[src/rtl/ifu_fetch_if.sv]
// Fetch-unit bundle: i_cache request/response, redirect input and decode-side queue head.
// master = fetch unit, slave = environment (i_cache, redirect source, decode).
interface ifu_fetch_if;
  logic [63:0] inst_addr;
  logic        inst_ena;
  logic        inst_ack;
  logic [31:0] inst_data;
  logic        inst_valid;
  logic        inst_ready;
  logic        redirect_valid;
  logic [63:0] redirect_pc;
  logic        id_valid;
  logic        id_ready;
  logic [31:0] id_inst;
  logic [63:0] id_pc;

  modport master (
    output inst_addr, inst_ena, inst_ready, id_valid, id_inst, id_pc,
    input  inst_ack, inst_data, inst_valid, redirect_valid, redirect_pc, id_ready
  );

  modport slave (
    input  inst_addr, inst_ena, inst_ready, id_valid, id_inst, id_pc,
    output inst_ack, inst_data, inst_valid, redirect_valid, redirect_pc, id_ready
  );
endinterface

[src/rtl/ifu_fetch.sv]
// Instruction fetch unit: single-outstanding i_cache fetch FSM feeding a small {pc, inst} queue.
// YSYX22040228_IFU_FQ2_EN selects a two-entry queue; default is a single pipe register.
//
// state | meaning
// IDLE  | queue has no free slot, waiting for decode to drain
// REQ   | inst_ena asserted with inst_addr = PC, waiting for inst_ack
// WAIT  | request accepted, waiting for inst_valid to enqueue
// DROP  | request accepted but redirected, discard its response
module ifu_fetch #(
  parameter logic [63:0] RESET_PC = 64'h0000_0000_8000_0000
) (
  input logic          clk,
  input logic          rst,
  ifu_fetch_if.master  bus
);

  typedef enum logic [3:0] {
    IDLE = 4'b0001,
    REQ  = 4'b0010,
    WAIT = 4'b0100,
    DROP = 4'b1000
  } state_t;

  localparam logic [63:0] ALIGN_MASK = ~64'h3;

  state_t      state;
  state_t      state_nxt;
  logic [63:0] pc;
  logic [63:0] pc_aligned;
  logic [63:0] pc_inflight;
  logic        redirect;
  logic        ack_hs;
  logic        push;
  logic        pop;
  logic        slot_free;
  logic        free_after_push;
  logic        ena_c;
  logic        ready_c;
  logic        q_valid;
  logic [63:0] head_pc;
  logic [31:0] head_inst;

  assign redirect   = bus.redirect_valid;
  assign pc_aligned = pc & ALIGN_MASK;
  assign ack_hs     = (state == REQ) && bus.inst_ack;
  // A response coinciding with a redirect belongs to the old stream and is never queued.
  assign push       = (state == WAIT) && bus.inst_valid && !redirect;
  assign pop        = q_valid && bus.id_ready;

  always_ff @(posedge clk) begin
    if (rst) begin
      state <= IDLE;
    end else begin
      state <= state_nxt;
    end
  end

  always_comb begin
    state_nxt = state;
    ena_c     = 1'b0;
    ready_c   = 1'b0;
    case (state)
      IDLE: begin
        if (redirect || slot_free) begin
          state_nxt = REQ;
        end
      end
      REQ: begin
        ena_c = 1'b1;
        if (bus.inst_ack) begin
          state_nxt = redirect ? DROP : WAIT;
        end
      end
      WAIT: begin
        ready_c = 1'b1;
        if (redirect) begin
          state_nxt = bus.inst_valid ? REQ : DROP;
        end else if (bus.inst_valid) begin
          state_nxt = free_after_push ? REQ : IDLE;
        end
      end
      DROP: begin
        ready_c = 1'b1;
        // The stale response retires the outstanding request even if a new redirect arrives with it.
        if (bus.inst_valid) begin
          state_nxt = REQ;
        end
      end
      default: begin
        state_nxt = IDLE;
      end
    endcase
  end

  always_ff @(posedge clk) begin
    if (rst) begin
      pc          <= RESET_PC;
      pc_inflight <= '0;
    end else if (redirect) begin
      pc <= bus.redirect_pc;
    end else if (ack_hs) begin
      pc_inflight <= pc_aligned;
      pc          <= pc_aligned + 64'd4;
    end
  end

`ifdef YSYX22040228_IFU_FQ2_EN
  logic [63:0] q_pc   [2];
  logic [31:0] q_inst [2];
  logic        wr_ptr;
  logic        rd_ptr;
  logic [1:0]  count;
  logic [1:0]  count_push;

  always_ff @(posedge clk) begin
    if (rst) begin
      for (int i = 0; i < 2; i++) begin
        q_pc[i]   <= '0;
        q_inst[i] <= '0;
      end
      wr_ptr <= 1'b0;
      rd_ptr <= 1'b0;
      count  <= 2'd0;
    end else if (redirect) begin
      wr_ptr <= 1'b0;
      rd_ptr <= 1'b0;
      count  <= 2'd0;
    end else begin
      if (push) begin
        q_pc[wr_ptr]   <= pc_inflight;
        q_inst[wr_ptr] <= bus.inst_data;
        wr_ptr         <= ~wr_ptr;
      end
      if (pop) begin
        rd_ptr <= ~rd_ptr;
      end
      case ({push, pop})
        2'b10:   count <= count + 2'd1;
        2'b01:   count <= count - 2'd1;
        default: count <= count;
      endcase
    end
  end

  assign q_valid         = (count != 2'd0);
  assign head_pc         = q_pc[rd_ptr];
  assign head_inst       = q_inst[rd_ptr];
  assign slot_free       = (count < 2'd2);
  assign count_push      = count + 2'd1 - {1'b0, pop};
  assign free_after_push = (count_push < 2'd2);
`else
  logic        q_full;
  logic [63:0] q_pc;
  logic [31:0] q_inst;

  always_ff @(posedge clk) begin
    if (rst) begin
      q_full <= 1'b0;
      q_pc   <= '0;
      q_inst <= '0;
    end else if (redirect) begin
      q_full <= 1'b0;
    end else if (push) begin
      q_full <= 1'b1;
      q_pc   <= pc_inflight;
      q_inst <= bus.inst_data;
    end else if (pop) begin
      q_full <= 1'b0;
    end
  end

  assign q_valid         = q_full;
  assign head_pc         = q_pc;
  assign head_inst       = q_inst;
  // A draining entry frees the only slot in the same cycle.
  assign slot_free       = !q_full || pop;
  assign free_after_push = 1'b0;
`endif

  assign bus.inst_addr  = pc_aligned;
  assign bus.inst_ena   = ena_c;
  assign bus.inst_ready = ready_c;
  assign bus.id_valid   = q_valid;
  assign bus.id_pc      = head_pc;
  assign bus.id_inst    = head_inst;

endmodule

[src/flat_wrapper.sv]
// flat-port wrapper written by rule: the top's interface ports become plain ports
module ifu_fetch_flat 
#(
  parameter logic [63:0] RESET_PC = 64'h0000_0000_8000_0000
)
  (clk, rst, bus_inst_addr, bus_inst_ena, bus_inst_ready, bus_id_valid, bus_id_inst, bus_id_pc, bus_inst_ack, bus_inst_data, bus_inst_valid, bus_redirect_valid, bus_redirect_pc, bus_id_ready);
  ifu_fetch_if bus_i ();
  input logic clk;
  input logic rst;
  output wire logic [$bits(bus_i.inst_addr)-1:0] bus_inst_addr;
  output wire logic [$bits(bus_i.inst_ena)-1:0] bus_inst_ena;
  output wire logic [$bits(bus_i.inst_ready)-1:0] bus_inst_ready;
  output wire logic [$bits(bus_i.id_valid)-1:0] bus_id_valid;
  output wire logic [$bits(bus_i.id_inst)-1:0] bus_id_inst;
  output wire logic [$bits(bus_i.id_pc)-1:0] bus_id_pc;
  input wire logic [$bits(bus_i.inst_ack)-1:0] bus_inst_ack;
  input wire logic [$bits(bus_i.inst_data)-1:0] bus_inst_data;
  input wire logic [$bits(bus_i.inst_valid)-1:0] bus_inst_valid;
  input wire logic [$bits(bus_i.redirect_valid)-1:0] bus_redirect_valid;
  input wire logic [$bits(bus_i.redirect_pc)-1:0] bus_redirect_pc;
  input wire logic [$bits(bus_i.id_ready)-1:0] bus_id_ready;
  assign bus_inst_addr = bus_i.inst_addr;
  assign bus_inst_ena = bus_i.inst_ena;
  assign bus_inst_ready = bus_i.inst_ready;
  assign bus_id_valid = bus_i.id_valid;
  assign bus_id_inst = bus_i.id_inst;
  assign bus_id_pc = bus_i.id_pc;
  assign bus_i.inst_ack = bus_inst_ack;
  assign bus_i.inst_data = bus_inst_data;
  assign bus_i.inst_valid = bus_inst_valid;
  assign bus_i.redirect_valid = bus_redirect_valid;
  assign bus_i.redirect_pc = bus_redirect_pc;
  assign bus_i.id_ready = bus_id_ready;
  ifu_fetch #(.RESET_PC(RESET_PC)) u_core (.clk(clk), .rst(rst), .bus(bus_i));
endmodule
[config.mk]
export PLATFORM = sky130hd
export DESIGN_NAME = ifu_fetch_flat
export DESIGN_NICKNAME = d
export VERILOG_FILES = /design/src/rtl/ifu_fetch_if.sv /design/src/rtl/ifu_fetch.sv /design/src/flat_wrapper.sv
export SDC_FILE = /design/constraint.sdc
export NUM_CORES = 1
export LEC_CHECK = 0
export ABC_AREA = 1
export CORE_MARGIN = 5
export CORE_UTILIZATION = 35
export CTS_BUF_LIST = sky130_fd_sc_hd__clkbuf_4 sky130_fd_sc_hd__clkbuf_8
export DETAILED_ROUTE_END_ITERATION = 16
export PLACE_DENSITY = 0.65
export SYNTH_ARGS = -nofsm -noshare
export SYNTH_HDL_FRONTEND = slang
export SYNTH_SLANG_ARGS = --single-unit
[constraint.sdc]
create_clock -name clk -period 1.8 [get_ports clk]
set_input_delay 0.36 -clock clk [delete_from_list [all_inputs] [get_ports clk]]
set_output_delay 0.36 -clock clk [all_outputs]
set_load 0.01 [all_outputs]
---- After elaboration in Yosys (flattened, before gate mapping) ----
Index checks and enable logic that the tools add are counted.
cells by class
  bitwise operators ....................... 1
  eq/ne operators ......................... 8
  multiplexer cells ....................... 14
  add/sub/neg operators ................... 1
  reduce and logical (&&, ||, !) cells .... 15
operator list
  operator                                       number
  two-way mux 64 bit                             2
  adder 64 x 3 -> 64 bit, second input constant  1
  two-way mux 4 bit                              7
  case mux 4 bit (4 select lines)                1
  == test 4 x 1 -> 1 bit, second input constant  1
  == test 4 x 2 -> 1 bit, second input constant  1
  == test 4 x 3 -> 1 bit, second input constant  1
  == test 4 bit, second input constant           1
  logical AND 1 bit                              4
  two-way mux 1 bit                              4
  != test 2 bit, second input constant           2
  AND reduction 2 bit                            2
  AND reduction 4 bit                            1
  nonzero test 2 bit                             2
  OR reduction 2 bit                             2
  != test 3 bit, second input constant           1
  logical NOT 1 bit                              2
  logical OR 1 bit                               2
  != test 2 x 1 -> 1 bit, second input constant  1
  NOT 1 bit                                      1
word-level totals
  output and inout bits ................... 163
  register bits after elaboration ......... 225
  word-level logic and storage cells ...... 45
  input bits .............................. 102

---- Longest topological paths before layout ----
Gate-level depths: netlist of the first run.
  depth after elaboration ................. 5
  gate-level depth with buffers ........... 13
  gate-level depth less buffers ........... 12

---- Worst setup path before layout of the first run ----
OpenSTA, ideal clock, no wires.
  kind .................................... reg-to-reg
  from .................................... register u_core.pc[2]
  to ...................................... register u_core.pc[60]
  period minus slack after synthesis ...... 1.772 ns
  data arrival time ....................... 1.662 ns
  setup slack ............................. 0.028 ns
  library setup time ...................... 0.110 ns
  buffers on the path ..................... 0
  cell stages (with the launch flop) ...... 13
  data required time ...................... 1.690 ns
  path through ............................ dfxtp_1 ha_1 nand2_2 nor2_4 nand2_4 nor2_4 nand2_2 nor2_4 nand3_1 nand2_1 nand3_1 nand2_1 inv_1
on the way
  word-level cells in the longest chain between the ends .. 3
ends and longest elaborated chain
  item                    RTL line          RTL
  from (decl)             ifu_fetch.sv:28   logic [63:0] pc;
  from (signal assigned)  ifu_fetch.sv:100  pc <= bus.redirect_pc;
  from (signal assigned)  ifu_fetch.sv:103  pc <= pc_aligned + 64'd4;
  adder 64 x 3 -> 64 bit  ifu_fetch.sv:103
  two-way mux 64 bit      ifu_fetch.sv:101  end else if (ack_hs) begin
  two-way mux 64 bit      ifu_fetch.sv:99   end else if (redirect) begin
Every way passes these cells. The select of a mux whose other input is x is not followed.
A chain may end at the register's enable or synchronous reset.

---- Worst setup path in the final report of the first run ----
  from .................................... register u_core.pc[3]
  to ...................................... register u_core.pc[58]
Same word-level chain as after synthesis.

==> results.json, run 1 <==
{
  "status": "finished with violations",
  "violations": "negative setup slack",
  "ys.flop_type": "dfxtp_1",
  "avgSynthCellArea_um2": 6.77,
  "critPathLaunchType": "flip-flop",
  "path_cells": "ha_4 > nand2_4 > nor2_4 > nand2_4 > inv_1 > buf_4 > nand2_1 > o21ai_0 > nand3_1 > nand2_1 > a21oi_1",
  "drive_gt1_share_pct": 18.1,
  "dr.pass1.iters": 5,
  "layout.cells.non_filler": 2379,
  "row_count": 64,
  "antenna_found_initial": 0,
  "grt_usage_pct": 22.8,
  "path_class": "flip-flop to flip-flop",
  "synthArstFlopShare_pct": 0,
  "htreeDepth": 2,
  "top_usage_layer": "met2",
  "drcViolationCount": 0,
  "met3_usage_pct": 4.44,
  "max-vdd-ir-drop_v": 0.000386,
  "totalPowerFinal_mw": 11.7,
  "met2_usage_pct": 36.6,
  "place_inst": 2296,
  "synth_top_cells_by_area": "dfxtp_1 42%, nand2_1 16%, nand3_1 7.8%",
  "num_antenna_cells": 0,
  "setup_slack_ps": -6.62,
  "grt_pass1_vias": 11200,
  "root_buffer": "clkbuf_8",
  "cp.buffers_inverters": 2,
  "clock_power_share_pct": 42.8,
  "vias": 11800,
  "die_w_um": 185,
  "wl_per_cell_um": 17.3,
  "fin_nets": 2059,
  "ctsHoldBuffers": 0,
  "portBuffers": 258,
  "cp.required_ps": 2230,
  "arrival_ps": 2230,
  "wirelength_mm": 41.1,
  "crit_family": "simple AND/OR/NAND/NOR gates",
  "synth-seq-cells": 223,
  "gp_congestion": 0.932,
  "seqPwrFrac_pct": 44.9,
  "hpwl_mm": 30.1,
  "grt_pass1_wl_mm": 62.1,
  "finalHoldViolations": 0,
  "boundaryPins": 265,
  "skew_ps": 9.05,
  "start_util_pct": 35.2,
  "worstPathMaxFanout": 7,
  "grt_start_max_net_pins": 106,
  "fp.dieArea_mm2": 0.0342,
  "ys_warn_count": 0,
  "tns_ps": -6.62,
  "final.min_clock_period_ps": 1810,
  "combPwrFrac_pct": 12.3,
  "area_growth_pct": 47.6,
  "cts_inserted_buffers": 41,
  "p_per_area_mw_per_mm2": 737,
  "worstMarginPinSlew_ps": 503,
  "yosys.area.top_type_share_pct": 41.7,
  "slew_violations": 0,
  "p_switching_mw": 3.12,
  "yosys.area.top_type": "dfxtp_1",
  "drtIter0Drc": 771,
  "power.internal_mw": 8.54,
  "ys_seq_area_share_pct": 41.7,
  "rsz0062_at_grt": "yes",
  "clk_path_buf_depth": 3,
  "cts.clk_slew.worst_paths_ps": 60,
  "netlist_area_mm2": 0.0107,
  "yosys-top-cells-count": "458 x nand2_1, 223 x dfxtp_1, 167 x nand3_1, 166 x nor2_1, 164 x a21oi_1",
  "drv_cap": 0,
  "pre_cts_ws_ps": -216,
  "antenna_left": 0,
  "overflow": 0,
  "finalCritPeriodShare_pct": 100,
  "coreArea_mm2": 0.0304,
  "p_leak_nw": 7.34,
  "ys_types": 42,
  "slew_headroom_pct": 66.4,
  "sw_frac_of_total_pct": 26.7,
  "cts.sinks": 223,
  "post_drt_via_cell_ratio": 4.98,
  "setup_viol": 1,
  "met1_usage_pct": 31.4,
  "netlist_instances": 1583,
  "insertion_delay_ps": 540,
  "hold_class": "input pin to flip-flop",
  "cts_tree": "yes",
  "synth_edf_count": 0,
  "yosysMostFrequentCell": "nand2_1",
  "slowest_delay_ps": 350,
  "die_h_um": 185,
  "fmax_ghz": 0.554,
  "slowest_stage": "dfxtp_2",
  "cp-end-kind": "flip-flop"
}
## registers in the layout, indices dropped and copies added, names as in the netlist
signal and flops:
u_core.state 4, u_core.bus.id_pc 62, u_core.pc_inflight 62, u_core.bus.id_valid 1
u_core.pc 62, u_core.bus.id_inst 32
## layer usage
metal	vias up	routed length (um)
met5	-	0
met2	411	18500
met3	74	2900
met4	0	1190
li1	5879	-
met1	5481	18500
## through the flow
| stage | cell area (um2) | hold slack, ps | utilization, % |
|---|---|---|---|
| 2_1_floorplan | 10700 | 441 | - |
| 3_3_place_gp | 14600 | 447 | 48.1 |
| 3_5_place_dp | 14600 | 453 | 48.1 |
| 4_1_cts | 15400 | 122 | 50.7 |
| 5_1_grt | 15800 | 138 | 51.9 |
| 6_report | 15800 | 158 | 51.9 |
## final timing paths
kind / startpoint / cells after the start / slack (ps) / to
worst max-delay path: u_core.pc[3]$_SDFFE_PP0P_ / 11 / -7 / u_core.pc[58]$_SDFFE_PP0P_
worst min-delay path: rst / 2 / 160 / u_core.bus.id_pc[56]$_SDFFE_PP0P_
worst max register to register: u_core.pc[3]$_SDFFE_PP0P_ / 11 / -7 / u_core.pc[58]$_SDFFE_PP0P_
worst min register to register: u_core.bus.id_pc[12]$_SDFFE_PP0P_ / 2 / 460 / u_core.bus.id_pc[12]$_SDFFE_PP0P_
## worst reg2reg max path, delay by kind of cell (launching register included)
family / cells / cell delay [ps]
AO/OA/AOI/OAI: 2 / 250
adder cells (fa/ha/maj): 1 / 150
buffers and inverters: 2 / 250
flip-flops: 1 / 350
AND/OR/NAND/NOR: 6 / 700
## kinds of logic (layout without fill, tap and decap cells)
family	after synthesis	in the layout	synth area share, %
xor gates and xnor gates	16	16	1.31
AOI/OAI and AO/OA	261	261	13.2
buffers and inverters	220	617	8.86
adders and majority gates	1	1	0.117
and+or+nand+nor	861	861	34.8
other	1	4	0.0350
DFF	223	223	41.7
## area by class of cell
cell class / count / area, um2
Tap cell: 396 / 495
Clock inverter: 15 / 138
Fill cell: 3095 / 14600
Sequential cell: 223 / 4540
Clock buffer: 55 / 694
Multi-Input combinational cell: 1143 / 5500
Inverter: 127 / 488
Timing Repair Buffer: 420 / 3960
## power groups by stage
stage	Clock [mW]	Sequential, mW	Combinational [mW]
2_1_floorplan	0	5.34	0.576
3_3_place_gp	0	5.32	1.43
3_5_place_dp	0	5.32	1.44
4_1_cts	5.11	5.22	1.40
5_1_grt	5.35	5.25	1.54
6_report	4.99	5.24	1.43
## cells in the final DEF, fill, tap and decap left out, types with 4 or more instances in the layout
master and n:
nor2_4 19, dfxtp_4 12, xor2_1 11, xnor2_1 5
buf_12 15, nand3b_1 6, clkbuf_4 10, inv_2 8
nand4_1 13, clkinv_2 10, dfxtp_1 185, o21ai_1 10
buf_4 140, o211ai_1 11, o21ai_0 34, o21a_1 20
nor3_1 10, inv_1 115, dlygate4sd2_1 126, a21oi_1 163
nor2_2 14, nand2_2 14, clkdlybuf4s50_1 97, dfxtp_2 26
nand3_2 11, nand2_1 449, nor2_1 153, buf_6 7
nand3_1 157, nand2_4 7, a31oi_1 18, dlymetal6s2s_1 30
clkbuf_8 45, conb_1 4
## what timing repair did
| item | CTS | global route |
|---|---|---|
| gates resized for setup | 180 | 94 |
| pin swaps | 2 | 19 |
| gates cloned | 0 | 2 |
| endpoints found under the setup margin | 131 | 99 |
| buffers inserted | 2 | 9 |
| endpoints found under the hold margin | 0 | 0 |
(Power assumes the default switching activity.)
==> run 2: changes to the inputs <==
--- a/config.mk
+++ b/config.mk
@@ -10,7 +10,7 @@
 export CORE_UTILIZATION = 35
 export CTS_BUF_LIST = sky130_fd_sc_hd__clkbuf_4 sky130_fd_sc_hd__clkbuf_8
 export DETAILED_ROUTE_END_ITERATION = 16
-export PLACE_DENSITY = 0.65
+export PLACE_DENSITY = 0.67
 export SYNTH_ARGS = -nofsm -noshare
 export SYNTH_HDL_FRONTEND = slang
 export SYNTH_SLANG_ARGS = --single-unit
==> constraint.sdc (replaced) <==
create_clock -name clk -period 1.6 [get_ports clk]
set_input_delay 0.32 -clock clk [delete_from_list [all_inputs] [get_ports clk]]
set_output_delay 0.32 -clock clk [all_outputs]
set_load 0.01 [all_outputs]
==> run 2 against run 1 <==
The flow still finishes with violations (negative setup slack). Worst setup slack lost 200 ps. Sequential share of layout area shrank 5.1 points. Final area grew 23%. Worst hold slack lost 120 ps. Wire length grew 24%. Global-route usage grew 2.8 points. Combinational power grew 64%. Sequential power grew 12%. Clock skew grew 5.2 ps. Via count grew 13%. Core utilization grew 12 points. Total power grew 20%. Critical path type unchanged. Largest cell class unchanged.
==> results.json, run 2 (synthesis results as in run 1) <==
{
  "dpl_cell_area_mm2": 0.0154,
  "worstPathMaxFanout": 17,
  "coreArea_mm2": 0.0304,
  "p_leak_nw": 8.48,
  "grt_pass1_vias": 12800,
  "hold_class": "input pin to flip-flop",
  "die_h_um": 185,
  "reg2reg_slack_ps": -210,
  "root_buffer": "clkbuf_8",
  "wl_per_cell_um": 20.0,
  "ctsHoldBuffers": 0,
  "drive_gt1_share_pct": 40.7,
  "grt_pass1_wl_mm": 69.5,
  "rr_worst_depth": 11,
  "holdWs_ps": 34.3,
  "fmax_ghz": 0.553,
  "final_cell_area_mm2": 0.0195,
  "path_cells": "nor2_2 > buf_4 > nand3_4 > buf_6 > nor2_4 > buf_12 > buf_6 > buf_4 > clkbuf_16 > nand3_1 > a21oi_1",
  "slowest_delay_ps": 320,
  "cts.sinks": 223,
  "cts_tree": "yes",
  "setup_slack_ps": -209,
  "gp_congestion": 0.963,
  "p_per_area_mw_per_mm2": 720,
  "hpwl_mm": 31.7,
  "antenna_found_initial": 1,
  "final.min_clock_period_ps": 1810,
  "die_w_um": 185,
  "vias": 13400,
  "post_drt_via_cell_ratio": 5.27,
  "violations": "negative setup slack",
  "cp-end-kind": "flip-flop",
  "final_cell_mix": "343 x nand2_1, 212 x buf_4, 164 x dfxtp_1",
  "rsz0062_at_grt": "yes",
  "startpoint": "u_core.state[1]$_SDFFE_PP0P_",
  "area_growth_pct": 82.0,
  "totalPowerFinal_mw": 14.0,
  "slew_violations": 0,
  "min_from": "rst",
  "finalHoldViolations": 0,
  "slowest_stage": "dfxtp_2",
  "antenna_left": 0,
  "dr.pass1.iters": 5,
  "grt_usage_pct": 25.6,
  "start_util_pct": 35.2,
  "tns_ps": -20570,
  "r2r-start": "u_core.state[1]$_SDFFE_PP0P_",
  "final_util_pct": 64.1,
  "fp.dieArea_mm2": 0.0342,
  "layout.cells.non_filler": 2544,
  "arrival_ps": 2280,
  "place_inst": 2387,
  "setup_viol": 216,
  "boundaryPins": 265,
  "final_common_cell": "nand2_1",
  "hold_depth": 2,
  "drtIter0Drc": 957,
  "portBuffers": 258,
  "wirelength_mm": 50.9,
  "insertion_delay_ps": 550,
  "overflow": 0,
  "htreeDepth": 2,
  "clk_path_buf_depth": 3,
  "pre_cts_ws_ps": -352,
  "status": "finished with violations",
  "path_class": "flip-flop to flip-flop",
  "hold_path_end": "u_core.bus.id_pc[37]$_SDFFE_PP0P_",
  "cts_inserted_buffers": 40,
  "grt_start_max_net_pins": 64,
  "worstReg2RegEnd": "u_core.bus.id_pc[62]$_SDFFE_PP0P_",
  "critPathLaunchType": "flip-flop",
  "fin_nets": 2221,
  "cp.required_ps": 2070,
  "drv_cap": 0,
  "finalCritPeriodShare_pct": 113,
  "skew_ps": 14.3,
  "cts.clk_slew.worst_paths_ps": 70,
  "max-vdd-ir-drop_v": 0.000514,
  "row_count": 64,
  "drcViolationCount": 0
}
-- run 2: cell count changes in the layout (fill, tap and decap cells not counted), sizes merged, moves of 3 or more --
cell           change
buf              +168
clkinv             -3
dlymetal6s2s      -30
dlygate4sd2       -27
clkdlybuf4s15     +36
clkbuf            +25
-- run 2: power by group --
part / internal [mW] / leakage [nW] / switching [mW]
Sequential: 5.70 / 1.84 / 0.165
Clock: 3.35 / 0.467 / 2.48
Combinational: 1.13 / 6.17 / 1.21
Total: 10.2 / 8.48 / 3.86
-- run 2: area by class of cell --
type                       count  area (um2)
tap                          396         495
clock buffer                  64         806
sequential                   223        4600
timing repair buffer         582        5990
multi-input combinational   1144        7010
fill                        2466       10900
antenna                        1        2.50
inverter                     127         524
clock inverter                 7        63.8
-- run 2: worst max path at each step --
stage	to	slack, ps
after floorplan	u_core.pc[60]$_SDFFE_PP0P_	-9
after global placement	u_core.pc[40]$_SDFFE_PP0P_	-340
after detailed placement	u_core.pc[42]$_SDFFE_PP0P_	-350
after CTS	bus_inst_ready	-220
after global routing	u_core.state[3]$_SDFFE_PP0P_	-290
final	u_core.bus.id_pc[62]$_SDFFE_PP0P_	-210
-- run 2: layer usage --
layer	GRT usage, %	part of all wire, %
met1	33.5	40
met2	42.0	46
met3	4.32	8.3
met4	10.7	5.3
met5	0	0
-- run 2: what timing repair did --
| item | CTS | global route |
|---|---|---|
| endpoints found under the setup margin | 253 | 223 |
| resized for setup | 588 | 375 |
| buffers inserted | 32 | 33 |
| cloned | 13 | 24 |
| pin swaps | 50 | 115 |
-- run 2: worst max-delay path: cells and delay by family, from the launching register on --
kind                   cells  cell delay [ps]
AOI/OAI and AO/OA          1              150
buffers and inverters      6              830
and+or+nand+nor            4              420
DFF                        1              320
